===== src/rtl/uart_param_fifo_core.sv =====
// rtl/uart_param_fifo_core.sv - parametrised UART core: TX/RX FIFOs, baud tick, 16x oversampled RX
// uart_fifo is the shared synchronous FIFO; uart_param_fifo_core is the top.

module uart_fifo #(
  parameter int W  = 8,
  parameter int AW = 4
) (
  input  logic         clk,
  input  logic         rst_n,
  input  logic         push,
  input  logic [W-1:0] wdata,
  input  logic         pop,
  output logic [W-1:0] rdata,
  output logic         full,
  output logic         empty
);
  localparam int DEPTH = 1 << AW;
  localparam logic [AW:0] DEPTH_C = (AW+1)'(DEPTH);

  logic [W-1:0]  mem [DEPTH];
  logic [AW-1:0] wr_ptr_q, wr_ptr_d;
  logic [AW-1:0] rd_ptr_q, rd_ptr_d;
  logic [AW:0]   count_q, count_d;
  logic          do_push, do_pop;

  assign empty   = (count_q == '0);
  assign full    = (count_q == DEPTH_C);
  assign do_pop  = pop && !empty;
  // a pop in the same cycle frees the slot a full FIFO needs for the push
  assign do_push = push && (!full || do_pop);
  assign rdata   = mem[rd_ptr_q];

  always_comb begin
    wr_ptr_d = wr_ptr_q;
    rd_ptr_d = rd_ptr_q;
    count_d  = count_q;
    if (do_push) wr_ptr_d = wr_ptr_q + AW'(1);
    if (do_pop)  rd_ptr_d = rd_ptr_q + AW'(1);
    case ({do_push, do_pop})
      2'b10:   count_d = count_q + (AW+1)'(1);
      2'b01:   count_d = count_q - (AW+1)'(1);
      default: count_d = count_q;
    endcase
  end

  always_ff @(posedge clk or negedge rst_n) begin
    if (!rst_n) begin
      wr_ptr_q <= '0;
      rd_ptr_q <= '0;
      count_q  <= '0;
    end else begin
      wr_ptr_q <= wr_ptr_d;
      rd_ptr_q <= rd_ptr_d;
      count_q  <= count_d;
    end
  end

  always_ff @(posedge clk) begin
    if (do_push) mem[wr_ptr_q] <= wdata;
  end
endmodule

module uart_param_fifo_core #(
  parameter int DATA_W  = 8,
  parameter int FIFO_AW = 4,
  parameter int DIV_W   = 16
) (
  input  logic              CLK,
  input  logic              RESET_N,
  input  logic [DIV_W-1:0]  BAUD_DIV,
  input  logic              PARITY_EN,
  input  logic              ODD_N_EVEN,
  input  logic              STOP2,
  input  logic              TX_WR,
  input  logic [DATA_W-1:0] TX_DATA,
  output logic              TX_FULL,
  output logic              TX_BUSY,
  input  logic              RX_RD,
  output logic [DATA_W-1:0] RX_DATA,
  output logic              RX_PERR,
  output logic              RX_FERR,
  output logic              RX_EMPTY,
  output logic              OVERFLOW,
  output logic              TX,
  input  logic              RX
);
  typedef enum logic [2:0] {S_IDLE, S_START, S_DATA, S_PARITY, S_STOP} state_t;
  localparam logic [3:0] LAST_BIT = 4'(DATA_W - 1);

  // baud tick: one-clock enable every BAUD_DIV+1 clocks
  logic [DIV_W-1:0] baud_cnt_q, baud_cnt_d;
  logic             tick;
  assign tick = (baud_cnt_q == '0);
  always_comb baud_cnt_d = tick ? BAUD_DIV : baud_cnt_q - DIV_W'(1);

  logic              tx_empty, tx_pop;
  logic [DATA_W-1:0] tx_head;
  uart_fifo #(.W(DATA_W), .AW(FIFO_AW)) u_tx_fifo (
    .clk(CLK), .rst_n(RESET_N), .push(TX_WR), .wdata(TX_DATA),
    .pop(tx_pop), .rdata(tx_head), .full(TX_FULL), .empty(tx_empty)
  );

  state_t            tx_state_q, tx_state_d;
  logic [3:0]        tx_tick_q, tx_tick_d, tx_bit_q, tx_bit_d;
  logic [DATA_W-1:0] tx_sh_q, tx_sh_d;
  logic              tx_par_q, tx_par_d, tx_par_en_q, tx_par_en_d;
  logic              tx_stop2_q, tx_stop2_d, tx_half_q, tx_half_d;
  logic              tx_q, tx_d, tx_load, tx_bit_end;

  assign tx_bit_end = tick && (tx_tick_q == 4'd15);

  always_comb begin
    tx_state_d  = tx_state_q;
    tx_tick_d   = tx_tick_q;
    tx_bit_d    = tx_bit_q;
    tx_sh_d     = tx_sh_q;
    tx_par_d    = tx_par_q;
    tx_par_en_d = tx_par_en_q;
    tx_stop2_d  = tx_stop2_q;
    tx_half_d   = tx_half_q;
    tx_load     = 1'b0;
    if (tick && tx_state_q != S_IDLE) tx_tick_d = tx_tick_q + 4'd1;
    case (tx_state_q)
      S_IDLE:   if (tick && !tx_empty) tx_load = 1'b1;
      S_START:  if (tx_bit_end) begin
                  tx_state_d = S_DATA;
                  tx_bit_d   = 4'd0;
                end
      S_DATA:   if (tx_bit_end) begin
                  tx_sh_d = tx_sh_q >> 1;
                  if (tx_bit_q == LAST_BIT) begin
                    tx_state_d = tx_par_en_q ? S_PARITY : S_STOP;
                    tx_half_d  = 1'b0;
                  end else begin
                    tx_bit_d = tx_bit_q + 4'd1;
                  end
                end
      S_PARITY: if (tx_bit_end) begin
                  tx_state_d = S_STOP;
                  tx_half_d  = 1'b0;
                end
      S_STOP:   if (tx_bit_end) begin
                  if (tx_stop2_q && !tx_half_q) tx_half_d = 1'b1;
                  else if (!tx_empty)           tx_load = 1'b1;
                  else                          tx_state_d = S_IDLE;
                end
      default:  tx_state_d = S_IDLE;
    endcase
    // frame modes are latched with the character so a mid-frame change cannot corrupt it
    if (tx_load) begin
      tx_state_d  = S_START;
      tx_tick_d   = 4'd0;
      tx_sh_d     = tx_head;
      tx_par_d    = (^tx_head) ^ ODD_N_EVEN;
      tx_par_en_d = PARITY_EN;
      tx_stop2_d  = STOP2;
    end
    case (tx_state_d)
      S_START:  tx_d = 1'b0;
      S_DATA:   tx_d = tx_sh_d[0];
      S_PARITY: tx_d = tx_par_d;
      default:  tx_d = 1'b1;
    endcase
  end

  assign tx_pop  = tx_load;
  assign TX      = tx_q;
  assign TX_BUSY = (tx_state_q != S_IDLE) || !tx_empty;

  logic              rx_s1_q, rx_s2_q, rx_prev_q;
  state_t            rx_state_q, rx_state_d;
  logic [3:0]        rx_tick_q, rx_tick_d, rx_bit_q, rx_bit_d;
  logic [DATA_W-1:0] rx_sh_q, rx_sh_d;
  logic              rx_v7_q, rx_v7_d, rx_v8_q, rx_v8_d, rx_perr_q, rx_perr_d;
  logic              rx_maj, rx_push, rx_mid, rx_end;
  logic [DATA_W+1:0] rx_wdata, rx_head;
  logic              rx_full, rx_empty, ovf_q, ovf_d;

  assign rx_maj   = (rx_v7_q & rx_v8_q) | (rx_v7_q & rx_s2_q) | (rx_v8_q & rx_s2_q);
  assign rx_mid   = tick && (rx_tick_q == 4'd9);
  assign rx_end   = tick && (rx_tick_q == 4'd15);
  assign rx_wdata = {~rx_maj, rx_perr_q, rx_sh_q};

  always_comb begin
    rx_state_d = rx_state_q;
    rx_tick_d  = rx_tick_q;
    rx_bit_d   = rx_bit_q;
    rx_sh_d    = rx_sh_q;
    rx_v7_d    = rx_v7_q;
    rx_v8_d    = rx_v8_q;
    rx_perr_d  = rx_perr_q;
    rx_push    = 1'b0;
    if (tick && rx_state_q != S_IDLE) begin
      rx_tick_d = rx_tick_q + 4'd1;
      if (rx_tick_q == 4'd7) rx_v7_d = rx_s2_q;
      if (rx_tick_q == 4'd8) rx_v8_d = rx_s2_q;
    end
    case (rx_state_q)
      S_IDLE:   if (rx_prev_q && !rx_s2_q) begin
                  rx_state_d = S_START;
                  rx_tick_d  = 4'd0;
                  rx_perr_d  = 1'b0;
                end
      S_START:  if (rx_mid && rx_maj) rx_state_d = S_IDLE;
                else if (rx_end) begin
                  rx_state_d = S_DATA;
                  rx_bit_d   = 4'd0;
                end
      S_DATA:   begin
                  if (rx_mid) rx_sh_d = {rx_maj, rx_sh_q[DATA_W-1:1]};
                  if (rx_end) begin
                    if (rx_bit_q == LAST_BIT) rx_state_d = PARITY_EN ? S_PARITY : S_STOP;
                    else                      rx_bit_d   = rx_bit_q + 4'd1;
                  end
                end
      S_PARITY: begin
                  if (rx_mid) rx_perr_d = rx_maj ^ (^rx_sh_q) ^ ODD_N_EVEN;
                  if (rx_end) rx_state_d = S_STOP;
                end
      S_STOP:   if (rx_mid) begin
                  rx_push    = 1'b1;
                  rx_state_d = S_IDLE;
                end
      default:  rx_state_d = S_IDLE;
    endcase
  end

  uart_fifo #(.W(DATA_W + 2), .AW(FIFO_AW)) u_rx_fifo (
    .clk(CLK), .rst_n(RESET_N), .push(rx_push), .wdata(rx_wdata),
    .pop(RX_RD), .rdata(rx_head), .full(rx_full), .empty(rx_empty)
  );

  // a drop in the same cycle as a read must stay visible
  always_comb begin
    ovf_d = ovf_q;
    if (RX_RD) ovf_d = 1'b0;
    if (rx_push && rx_full && !RX_RD) ovf_d = 1'b1;
  end

  assign RX_EMPTY = rx_empty;
  assign RX_DATA  = rx_empty ? '0 : rx_head[DATA_W-1:0];
  assign RX_PERR  = !rx_empty && rx_head[DATA_W];
  assign RX_FERR  = !rx_empty && rx_head[DATA_W+1];
  assign OVERFLOW = ovf_q;

  always_ff @(posedge CLK or negedge RESET_N) begin
    if (!RESET_N) begin
      baud_cnt_q  <= '0;
      tx_state_q  <= S_IDLE;
      tx_tick_q   <= '0;
      tx_bit_q    <= '0;
      tx_sh_q     <= '0;
      tx_par_q    <= 1'b0;
      tx_par_en_q <= 1'b0;
      tx_stop2_q  <= 1'b0;
      tx_half_q   <= 1'b0;
      tx_q        <= 1'b1;
      rx_s1_q     <= 1'b1;
      rx_s2_q     <= 1'b1;
      rx_prev_q   <= 1'b1;
      rx_state_q  <= S_IDLE;
      rx_tick_q   <= '0;
      rx_bit_q    <= '0;
      rx_sh_q     <= '0;
      rx_v7_q     <= 1'b1;
      rx_v8_q     <= 1'b1;
      rx_perr_q   <= 1'b0;
      ovf_q       <= 1'b0;
    end else begin
      baud_cnt_q  <= baud_cnt_d;
      tx_state_q  <= tx_state_d;
      tx_tick_q   <= tx_tick_d;
      tx_bit_q    <= tx_bit_d;
      tx_sh_q     <= tx_sh_d;
      tx_par_q    <= tx_par_d;
      tx_par_en_q <= tx_par_en_d;
      tx_stop2_q  <= tx_stop2_d;
      tx_half_q   <= tx_half_d;
      tx_q        <= tx_d;
      rx_s1_q     <= RX;
      rx_s2_q     <= rx_s1_q;
      rx_prev_q   <= rx_s2_q;
      rx_state_q  <= rx_state_d;
      rx_tick_q   <= rx_tick_d;
      rx_bit_q    <= rx_bit_d;
      rx_sh_q     <= rx_sh_d;
      rx_v7_q     <= rx_v7_d;
      rx_v8_q     <= rx_v8_d;
      rx_perr_q   <= rx_perr_d;
      ovf_q       <= ovf_d;
    end
  end
endmodule


===== config.mk =====
export PLATFORM = sky130hd
export DESIGN_NAME = uart_param_fifo_core
export DESIGN_NICKNAME = d
export VERILOG_FILES = /design/src/rtl/uart_param_fifo_core.sv
export SDC_FILE = /design/constraint.sdc
export NUM_CORES = 1
export LEC_CHECK = 0
export BUFFER_PORTS_ARGS = -buffer_cell sky130_fd_sc_hd__buf_2
export CAP_MARGIN = 20
export CORE_UTILIZATION = 39
export CTS_CLUSTER_DIAMETER = 30
export CTS_CLUSTER_SIZE = 14
export DETAILED_ROUTE_END_ITERATION = 7
export HOLD_SLACK_MARGIN = 0.02
export PLACE_DENSITY_LB_ADDON = 0.12
export RECOVER_POWER = 50
export SLEW_MARGIN = 5
export SYNTH_ARGS = -nofsm -noshare
export SYNTH_HDL_FRONTEND = slang
export SYNTH_SLANG_ARGS = --single-unit

===== constraint.sdc =====
create_clock -name CLK -period 6.9 [get_ports CLK]
set_input_delay 0.69 -clock CLK [delete_from_list [all_inputs] [get_ports CLK]]
set_output_delay 0.69 -clock CLK [all_outputs]
set_load 0.01 [all_outputs]

==> results_dict.tcl <==
set metrics [dict create \
    yosys_most_used_dff "edfxtp_1" \
    cp_common_cell "mux4_2" \
    synth.cell_area_sq_um 16200 \
    antenna-diode-count 0 \
    final_min_period_over_clock_period_pct 58.4 \
    rsz_0062_raised_after_global_routing "false" \
    ff2ff_setup_slack_ns 3.07 \
    layout.area.seq_sq_um 11000 \
    fraction_of_final_layout_cells_with_drive_strength_greater_than_1_pct 25.7 \
    timing.slew.headroom_pct -68.5 \
    max_freq_ghz 0.248 \
    cts.reportedPaths.clkPinSlew_ns 0.05 \
    drc_errors 0 \
    async_flop_share_pct 24.2 \
    postSynthRegisterBits 380 \
    drv_cap 1 \
    antenna_violations_before_repair 0 \
    cp.required_ns 6.21 \
    flow.area_growth_from_synthesis_pct 23.7 \
    grt_pass1_vias 8853 \
    drt_pass_1_iters 4 \
    route.detailed.vias_per_inst 5.09 \
    die_h_microns 206 \
    grt_max_degree 49 \
    place.gp.congestion 0.726 \
    final_nets 1128 \
    most_frequent_cells_in_the_layout "edfxtp_1 (288), clkbuf_16 (86), dfrtp_1 (83), mux4_2 (69), nand2_1 (57)" \
    ys_warn_count 0 \
    placed_area_sq_um 17000 \
    placedCellCount 1515 \
    portBuffers 46 \
    via_count 8511 \
    drtAntennaViolNets 0 \
    fp-row-count 74 \
    slew_violations 46 \
    core_outline_area_sq_um 40800 \
    count_of_hold_fix_buffers_inserted_at_cts 0 \
    power.density_nw_per_um2 387 \
    fp.dieW_microns 206 \
    cp_startpoint_kind "register" \
    peakVddDrop_v 0.000223 \
    post-cts-setup-buffer-count 0 \
    cts_tree "built" \
    clockRootBuffer "clkbuf_16" \
    num_io_pins 47 \
    yosysUniqueCellTypes 59 \
    initial_utilization_pct 39.6 \
    timing.critical_path.to_type "primary output" \
    final_util_pct 49.0 \
    status "complete, but fails checks" \
    holdCritPathClass "primary input to register" \
    worst_slack_ns 2.87 \
    detail_route.wl_per_cell_microns 20.0 \
    place_ws_ns 3.09 \
    synth-seq-area-share_pct 67.8 \
    cts_resized 0 \
    synthesis.instances 965 \
    critical_path.max_fanout 27 \
    design.die.area_sq_um 42300 \
    hpwl_microns 21000 \
    first_pass_grt_wire_length_microns 52800 \
    max_stage_delay_ns 0.71 \
    worst_pin_slew_ns 2.53 \
    detail_route.iter0.violations 402 \
    critPathBufInv 2 \
    tritoncts_num_sinks 380 \
    hold_ws_ns 0.208 \
    synth_fp_nets 1022 \
    critical_path_arrival_ns 3.34 \
    grt_util_all_layers_pct 16.8 \
    route.final.wire_length_microns 33400 \
    skew_ns 0.0271 \
    layout.filler_cells 3412 \
    commonest_non_fill_non_tap_cell_in_the_layout "edfxtp_1" \
    worst_skew_pair.late_latency_ns 0.59 \
    fin_cells 1672 \
    multiInputGateArea_sq_um 4950 \
    final-setup-viol-count 0 \
    clockBufferDepth 3 \
    htree_num_levels 3 \
    post-route-min-period_ns 4.03 \
    postSynthAreaPerCell_sq_um 16.7 \
    timing.setup.critical_path_class "register to primary output" \
    tritoncts.num_buffers 86 \
    total_power_consumption_mw 7.73 \
    static-leakage-power_nw 7.52 \
    grt_overflow_total 0 \
    hold_viol 0 \
    cp_top_family "multiplexers" \
    violations_in_the_final_reports "capacitance limit, slew limit" \
    synth-edff-count 288 \
    critPathSlowestCell "dfrtp_2" \
    postLayoutCellArea_sq_um 20000 \
    crit_path_cell_trace "buf_4 > mux4_2 > mux4_2 > nor2b_1 > buf_2" \
    final_setup_tns_ns 0 \
]
==> logic make-up (layout without fill, tap and decap cells) <==
| logic type | after synthesis | in the layout | synth area share (%) |
|---|---|---|---|
| and+or+nand+nor | 247 | 247 | 7.89 |
| xor gates and xnor gates | 52 | 52 | 3.12 |
| adders and majority gates | 25 | 25 | 1.98 |
| muxes | 112 | 112 | 14.2 |
| AOI/OAI and AO/OA | 85 | 85 | 3.20 |
| DFF | 380 | 380 | 67.8 |
| buffers and inverters | 64 | 239 | 1.86 |
==> layer usage <==
metal  global-route usage (%)  share of wire [%]  up-vias
met3                     3.74                3.7       50
met5                        0                  0        -
met1                     22.3                 45     4337
met4                     6.01                1.6        0
met2                     27.2                 50      141
li1                         -                  -     3983
==> cell type report <==
class / instances / area share, %
Clock inverter: 58 / 3.96
Sequential cell: 380 / 54.8
Timing Repair Buffer: 57 / 1.48
Tap cell: 532 / 3.33
Clock buffer: 99 / 11.2
Multi-Input combinational cell: 521 / 24.7
Inverter: 25 / 0.469
==> path summary, 6_finish.rpt <==
kind	cells past startpoint	startpoint	endpoint
max in group asynchronous	2	RESET_N	u_rx_fifo.rd_ptr_q[1]
hold / removal	1	RX	rx_s1_q
setup / recovery	5	u_rx_fifo.rd_ptr_q[0]	RX_DATA[5]
min in group asynchronous	1	RESET_N	baud_cnt_q[3]
setup reg to reg	16	baud_cnt_q[0]	u_tx_fifo.count_q[4]
hold reg to reg	0	rx_s1_q	rx_s2_q
==> where the power goes <==
part | switching, mW | leakage (nW) | internal, mW
combinational | 0.356 | 2.03 | 0.346
sequential | 0.207 | 4.04 | 2.63
clock | 1.27 | 1.45 | 2.92
==> synth_stat cells (5+ instances only) <==
cell type / n / area, sq um
edfxtp_1: 288 / 8650
dfrtp_1: 86 / 2150
mux4_2: 69 / 1550
nand2_1: 57 / 214
nor2_1: 53 / 199
o21ai_0: 27 / 135
xnor2_1: 27 / 236
a21oi_1: 25 / 125
inv_1: 25 / 93.8
clkbuf_1: 24 / 90.1
ha_1: 24 / 300
nor2b_1: 24 / 150
nor3_1: 22 / 110
and2_1: 21 / 131
xor2_1: 21 / 184
mux2_2: 17 / 191
mux4_1: 17 / 447
nand3_1: 16 / 80.1
mux2i_1: 8 / 80.1
nand4_1: 8 / 50.1
a21o_1: 7 / 52.6
nand2b_1: 7 / 43.8
nor4_1: 7 / 43.8
a22oi_1: 6 / 45.0
and3_1: 6 / 37.5
dfstp_2: 6 / 158
buf_1: 5 / 18.8
nor3b_1: 5 / 37.5
==> state kept, by name (all words and copies together), names as in the netlist, 5 cells and up <==
signal and cells:
u_rx_fifo.mem 160, baud_cnt_q 16, tx_sh_q 8, u_tx_fifo.mem 128, u_tx_fifo.count_q 5, rx_sh_q 8
u_rx_fifo.count_q 5
No activity file was read; power rests on OpenSTA's default activity.
